<file path="src/rtl/shake_msg_feeder.sv">
// shake_msg_feeder
// Upstream stage of the SHAKE256 core. It takes message bytes from a
// valid/ready stream, pulses the core's start input, and then feeds each byte
// to the core's 2-bit serial message interface, least-significant pair first.
// After the last chunk it emits a one-cycle end-of-message strobe. It then
// holds off the next message until the core reports done, so only one message
// is ever in flight.
//
// Ports
//   clk           rising-edge clock
//   reset         synchronous, active-high reset
//   in_valid      in_data / in_last are valid
//   in_data[7:0]  message byte
//   in_last       final byte of the message
//   in_ready      feeder accepts a byte on this edge when in_valid is high
//   core_done     done from the SHAKE256 core
//   core_start    one-cycle start pulse to the core
//   core_enable   core_serial is valid (core enable)
//   core_serial   2-bit message chunk (core serial_in)
//   core_end      one-cycle end of message (core serial_end_signal)
//   busy          high in every state except IDLE
//   byte_count    bytes accepted in the current message
//   overflow_err  sticky; message was truncated at MAX_BYTES
//
// state     | meaning
// ----------+------------------------------------------------------------
// IDLE      | waiting for the first byte of a message
// START     | core_start pulse
// SHIFT     | four enabled 2-bit chunks of the current byte
// LOAD      | waiting for the next byte of an open message
// END       | core_end pulse
// WAIT_DONE | message delivered; waiting for core_done

module shake_msg_feeder #(
    parameter int MAX_BYTES = 135,
    parameter int CNT_W     = 8
) (
    input  logic             clk,
    input  logic             reset,
    input  logic             in_valid,
    input  logic [7:0]       in_data,
    input  logic             in_last,
    output logic             in_ready,
    input  logic             core_done,
    output logic             core_start,
    output logic             core_enable,
    output logic [1:0]       core_serial,
    output logic             core_end,
    output logic             busy,
    output logic [CNT_W-1:0] byte_count,
    output logic             overflow_err
);

    typedef enum logic [2:0] {
        S_IDLE,
        S_START,
        S_SHIFT,
        S_LOAD,
        S_END,
        S_WAIT_DONE
    } state_t;

    localparam logic [CNT_W-1:0] MAX_CNT = CNT_W'(MAX_BYTES);

    state_t           state;
    logic [7:0]       shift_reg;
    logic             last_r;
    logic [1:0]       chunk_idx;

    logic             accept;
    logic [CNT_W-1:0] accept_cnt;
    logic             at_limit;
    logic             close_msg;

    // accept_cnt is the byte number that this accept would make. Reaching
    // MAX_BYTES closes the message even if in_last is not set.
    always_comb begin
        accept     = in_valid & in_ready;
        accept_cnt = (state == S_IDLE) ? CNT_W'(1) : byte_count + CNT_W'(1);
        at_limit   = (accept_cnt == MAX_CNT);
        close_msg  = in_last | at_limit;
    end

    always_ff @(posedge clk) begin
        if (reset) begin
            state        <= S_IDLE;
            shift_reg    <= '0;
            last_r       <= 1'b0;
            chunk_idx    <= '0;
            in_ready     <= 1'b0;
            core_start   <= 1'b0;
            core_enable  <= 1'b0;
            core_serial  <= '0;
            core_end     <= 1'b0;
            busy         <= 1'b0;
            byte_count   <= '0;
            overflow_err <= 1'b0;
        end else begin
            // Strobes and the serial lane are low unless a state drives them.
            core_start  <= 1'b0;
            core_end    <= 1'b0;
            core_enable <= 1'b0;
            core_serial <= '0;

            unique case (state)
                S_IDLE: begin
                    if (accept) begin
                        shift_reg    <= in_data;
                        last_r       <= close_msg;
                        byte_count   <= accept_cnt;
                        overflow_err <= at_limit & ~in_last;
                        in_ready     <= 1'b0;
                        busy         <= 1'b1;
                        core_start   <= 1'b1;
                        state        <= S_START;
                    end else begin
                        in_ready <= 1'b1;
                    end
                end

                S_START: begin
                    core_enable <= 1'b1;
                    core_serial <= shift_reg[1:0];
                    shift_reg   <= {2'b00, shift_reg[7:2]};
                    chunk_idx   <= '0;
                    state       <= S_SHIFT;
                end

                // chunk_idx is the chunk currently on core_serial.
                S_SHIFT: begin
                    if (chunk_idx == 2'd3) begin
                        if (last_r) begin
                            core_end <= 1'b1;
                            state    <= S_END;
                        end else begin
                            in_ready <= 1'b1;
                            state    <= S_LOAD;
                        end
                    end else begin
                        core_enable <= 1'b1;
                        core_serial <= shift_reg[1:0];
                        shift_reg   <= {2'b00, shift_reg[7:2]};
                        chunk_idx   <= chunk_idx + 2'd1;
                    end
                end

                // The first chunk of the new byte goes out directly from
                // in_data so it appears the cycle after the accept.
                S_LOAD: begin
                    if (accept) begin
                        core_enable <= 1'b1;
                        core_serial <= in_data[1:0];
                        shift_reg   <= {2'b00, in_data[7:2]};
                        chunk_idx   <= '0;
                        last_r      <= close_msg;
                        byte_count  <= accept_cnt;
                        if (at_limit && !in_last) begin
                            overflow_err <= 1'b1;
                        end
                        in_ready    <= 1'b0;
                        state       <= S_SHIFT;
                    end
                end

                S_END: begin
                    state <= S_WAIT_DONE;
                end

                S_WAIT_DONE: begin
                    if (core_done) begin
                        in_ready <= 1'b1;
                        busy     <= 1'b0;
                        state    <= S_IDLE;
                    end
                end

                default: begin
                    in_ready <= 1'b0;
                    busy     <= 1'b0;
                    state    <= S_IDLE;
                end
            endcase
        end
    end

endmodule

</file>
<file path="config.mk">
export PLATFORM = sky130hd
export DESIGN_NAME = shake_msg_feeder
export DESIGN_NICKNAME = d
export VERILOG_FILES = /design/src/rtl/shake_msg_feeder.sv
export SDC_FILE = /design/constraint.sdc
export NUM_CORES = 1
export LEC_CHECK = 0
export CORE_ASPECT_RATIO = 1.4
export CORE_MARGIN = 2
export CORE_UTILIZATION = 37
export CTS_CLUSTER_DIAMETER = 120
export DETAILED_ROUTE_END_ITERATION = 12
export GPL_ROUTABILITY_DRIVEN = 0
export PLACE_DENSITY = 0.7
export SYNTH_ARGS = -nofsm -noshare
export SYNTH_HDL_FRONTEND = slang
export SYNTH_SLANG_ARGS = --single-unit
</file>
<file path="constraint.sdc">
create_clock -name clk -period 1.9 [get_ports clk]
set_input_delay 0.19 -clock clk [delete_from_list [all_inputs] [get_ports clk]]
set_output_delay 0.19 -clock clk [all_outputs]
set_load 0.005 [all_outputs]
</file>
Yosys cells after proc, flatten, opt, wreduce, memory -nomap -nowiden. Cells that the tools add are included.

Flip-flop bits (word level): 30. Bits in latches: 0. Bits in writable memories: 0. ROM bits: 0. Input bits: 13. Output and inout bits: 16. Logic and storage cells: 89. Memories kept: 0.

Add/sub/neg operators: 2. Multipliers: 0. Divide/modulo/power cells: 0. Magnitude comparators: 0. Equal/unequal tests: 14. Shift operators: 0. Mux-type cells: 34. Bitwise operators: 9. Reductions and logical operators: 18.

Operators with widths (number): $mux W8 (4); $pmux W8 S4 (1); $pmux W3 S6 (1); $mux W3 (5); $ne A2 B2 Y1 const B (7); $mux W1 (13); $pmux W2 S3 (2); $reduce_and A4 Y1 (3); $add A8 B1 Y8 const B (1); $eq A8 B8 Y1 const B (1); $mux W2 (4); $eq A3 B2 Y1 const B (2); $eq A3 B3 Y1 const B (2); $not A1 Y1 (6); $pmux W1 S3 (2); $reduce_and A3 Y1 (2); $reduce_or A2 Y1 (3); $pmux W1 S5 (1); $reduce_and A5 Y1 (1); $reduce_bool A4 Y1 (1); $reduce_or A4 Y1 (1); $eq A3 B1 Y1 const B (1); $logic_not A3 Y1 (1); $reduce_bool A3 Y1 (1); 10 further kinds (11).

Logic depth before layout (Yosys ltp). Gate-level depths: netlist (run 1).

Depth in word-level cells: 7. Gate-level depth with buffers: 7. Depth with buffers taken out: 5.

Worst setup path after synthesis (run 1). No wires, ideal clock.

Kind: flip-flop to flip-flop. From: register state[1]. To: register byte_count[5]. Library setup time: 0.132 ns. Arrival time: 1.477 ns. Required time: 1.768 ns. Slack: 0.291 ns. Stages on the path, launching flop included: 7. Path buffers: 2. Period minus slack after synthesis: 1.609 ns. Path through: dfxtp_1 -> buf_4 -> xnor2_1 -> or3b_1 -> clkbuf_1 -> o21ai_0 -> a21oi_1.

Cells in the longest elaborated chain, start to end: 3. Elaborated cells between the ends (all ways): 5. Those cells by class: eq/ne (1); mux (1); reduce/logical (3).

RTL lines: start: declaration (RTL line 65) `state_t state;`; start signal: assignment (RTL line 86) `state <= S_IDLE;`; start signal: assignment (RTL line 115) `state <= S_START;`; start signal: assignment (RTL line 126) `state <= S_SHIFT;`; $eq A3 B2 Y1 or $logic_not A3 Y1 (tied branches) (RTL line 105, 79); $reduce_or A2 Y1 (no line); $reduce_and A2 Y1 (no line); end signal: assignment (RTL line 110) `byte_count <= accept_cnt;`; end signal: assignment (RTL line 156) `byte_count <= accept_cnt;`; end: declaration (RTL line 50) `output logic [CNT_W-1:0] byte_count,`.

Parallel ways exist; a longest one is shown, timed or not. A chain may end at the register's enable or synchronous reset.

Worst setup path in the final report (run 1).
From: register chunk_idx[0]. To: register in_ready.

Cells in the longest elaborated chain, start to end: 3.

RTL lines: start: declaration (RTL line 68) `logic [1:0] chunk_idx;`; start signal: assignment (RTL line 143) `chunk_idx <= chunk_idx + 2'd1;`; $eq A2 B2 Y1 (RTL line 131) `if (chunk_idx == 2'd3) begin`; $ne A2 B2 Y1 (no line); $reduce_and A5 Y1 (no line); end signal: assignment (RTL line 136) `in_ready <= 1'b1;`; end signal: assignment (RTL line 160) `in_ready <= 1'b0;`; end signal: assignment (RTL line 171) `in_ready <= 1'b1;`; end: declaration (RTL line 43) `output logic in_ready,`.

Every way passes these cells.

==> impl_metrics.csv, run 1 <==
group,metric,value,unit
cts,post-cts-setup-buffers,0,
cts,htree_num_levels,2,
final_layout,diodes,0,
drt,drt-pass1-iter-count,4,
synth,yosys.area.top_type_share,0.361,
timing,hold_violations,0,
drt,drc_errors,0,
floorplan,row_count,28,
power,p_leak,0.789,nW
drt,via_per_inst,5.38,
global_route,antenna_found_initial,0,
synth,synth-async-reset-ratio,0,
cts,cts.path.max_buffers,2,
floorplan,dieHeight,83.3,um
final_layout,area_delta_synth_final,31.6,%
place,io_buffers,28,
synth,synth_edf_count,0,
floorplan,chipWidth,60.7,um
synth,yosys_warnings,0,
global_route,grt_max_degree,22,
run,cap_violations,0,
setup_path,crit_arrival,1.97,ns
timing,period_minus_slack,1.75,ns
synth,postSynthCellCount,203,
power,fin_total_pwr,1.95,mW
drt,drt_iter0_drc,90,
drt,drt-total-wl,4040,um
cts,root_buffer,"clkbuf_8",
setup_path,critical_path_class,"flip-flop to flip-flop",
global_route,grt.total_usage,0.173,
timing,slew_headroom,0.742,
drt,ant_nets,0,
setup_path,endpoint_kind,"flip-flop",
min_path,hold_path_depth,2,
final_layout,final_cell_mix,"dfxtp_1, clkdlybuf4s50_1, a21oi_1",
floorplan,io_pins,29,
synth,synth_nets,218,
cts,cts_tree,"done",
synth,ys_ff_latch,30,
status,status,"complete, no violations",
power,ir_worst_vdd,437,uV
synth,ys_types,55,
setup_path,cp.required,2.13,ns
power,powerDensity,890,nW/um^2
timing,slew_violations,0,
cts,cts_buffers,5,
timing,period_share,0.920,
timing,rsz0062_at_grt,"no",
drt,vias,1630,
synth,synthFlopType,"dfxtp_1",
floorplan,core_area,4270,um^2
synth,synth-seq-area-share,0.361,
setup_path,cp-start-kind,"flip-flop",
synth,synth.top_cells.by_area,"dfxtp_1, a21oi_1, o21ai_0",
global_route,overflow,0,
timing,finClkSkew,0.0102,ns
final_layout,nets,257,
global_route,grt_pass1_vias,1518,
timing,fmax,572,MHz
cts,cts.hold.buffers_added,0,
timing,worstMarginPinSlew,0.386,ns
drt,routedWlPerCell,13.3,um
synth,yosys.area.top_type,"dfxtp_1",
timing,setup_viol,0,
floorplan,start_util,0.389,
synth,synth_area,1660,um^2
setup_path,crit_fanout,5,
cts,numClockSinks,30,
cts,path_clk_slew,0.07,ns
floorplan,die_area,5050,um^2
place,hpwl,2950,um
final_layout,drive_gt1_frac,0.144,
timing,whs,0.478,ns
synth,synth_area_per_cell,8.19,um^2
setup_path,reg2reg_depth,6,
cts,clk_latency,0.29,ns
min_path,hold_path.class,"flip-flop to flip-flop",
global_route,grt_pass1_wl,6840,um
final_layout,layout_commonest_cell,"dfxtp_1",
final cells by class:
type                            count  area, um^2
Timing Repair Buffer               49         438
Fill cell                         428        2090
Clock buffer                        6        82.6
Sequential cell                    30         602
Inverter                            3        11.3
Clock inverter                      2        12.5
Multi-Input combinational cell    153         967
Tap cell                           60        75.1
path summary, 6_finish.rpt:
| path | end | startpoint | slack [ns] |
|---|---|---|---|
| hold / removal | shift_reg[2]$_SDFFE_PP0P_ | shift_reg[2]$_SDFFE_PP0P_ | 0.48 |
| hold reg to reg | shift_reg[2]$_SDFFE_PP0P_ | shift_reg[2]$_SDFFE_PP0P_ | 0.48 |
| setup reg to reg | in_ready$_SDFFE_PP0P_ | chunk_idx[0]$_SDFFE_PP0P_ | 0.15 |
| setup / recovery | in_ready$_SDFFE_PP0P_ | chunk_idx[0]$_SDFFE_PP0P_ | 0.15 |
metal layers:
layer  GRT usage  wire length (um)  vias up  share of wire
met5           0                 0        -              0
li1            -                 -      837              -
met3      0.0483               125        6          0.031
met4      0.0672                67        0          0.017
met1       0.210              1790      759           0.44
met2       0.282              2060       28           0.51
critical path, stage by stage, from the launching register on:
cell and delay [ns]:
dfxtp_1 0.39, ha_1 0.24, buf_4 0.16, nor2b_1 0.06
a22o_1 0.26, or4_1 0.50, o21ai_0 0.08
report_power, final:
part           switching [mW]  leakage [nW]  internal, mW
logic                   0.282         0.497         0.328
registers              0.0832         0.244         0.704
clock network           0.258        0.0472         0.291
total                   0.624         0.789          1.32
through the flow:
stage | std cells | TNS, ns | util | setup WS, ns | instance area (um^2)
4_1_cts | 303 | 0 | 0.512 | 0.140 | 2190
6_report | 303 | 0 | 0.512 | 0.152 | 2190
3_5_place_dp | 295 | -0.272 | 0.489 | -0.0464 | 2090
5_1_grt | 303 | 0 | 0.512 | 0.0151 | 2190
2_1_floorplan | 203 | 0 | - | 0.291 | 1660
3_3_place_gp | 295 | -0.0566 | 0.489 | -0.0209 | 2090
cell usage after synthesis, drive strengths merged (2+ instances only):
library cell and instances:
a211oi 2, a21boi 2, a21o 2, a21oi 22, a22oi 4, a31oi 2
and3 3, buf 7, clkbuf 10, dfxtp 30, ha 2, inv 3
mux2i 2, nand2 10, nand2b 3, nand3 5, nand3b 3, nor2 16
nor2b 7, nor3 4, nor3b 3, nor4b 2, o21ai 18, o22ai 6
or3 3, or3b 3, or4 7, or4b 2, xnor2 2
kinds of logic after synthesis:
logic type,count (synthesis),share of synthesized area
mux,2,0.0120
compound gates,70,0.260
fa+ha+maj,2,0.0150
xor+xnor,3,0.0158
buf+inv,20,0.0572
simple gates,76,0.279
flops,30,0.361
timing repair:
action / CTS / global route
endpoints found under the hold margin: 0 / 0
endpoints found under the setup margin: 4 / 0
resized for setup: 1 / 0
Note: power is estimated with default switching activity, not from simulation.
==> run 2: changes to the inputs <==
Settings changed: CTS_CLUSTER_DIAMETER 120 to 50.
==> results of run 2 <==
No change in the layout: final DEF, timing and power equal those of run 1.
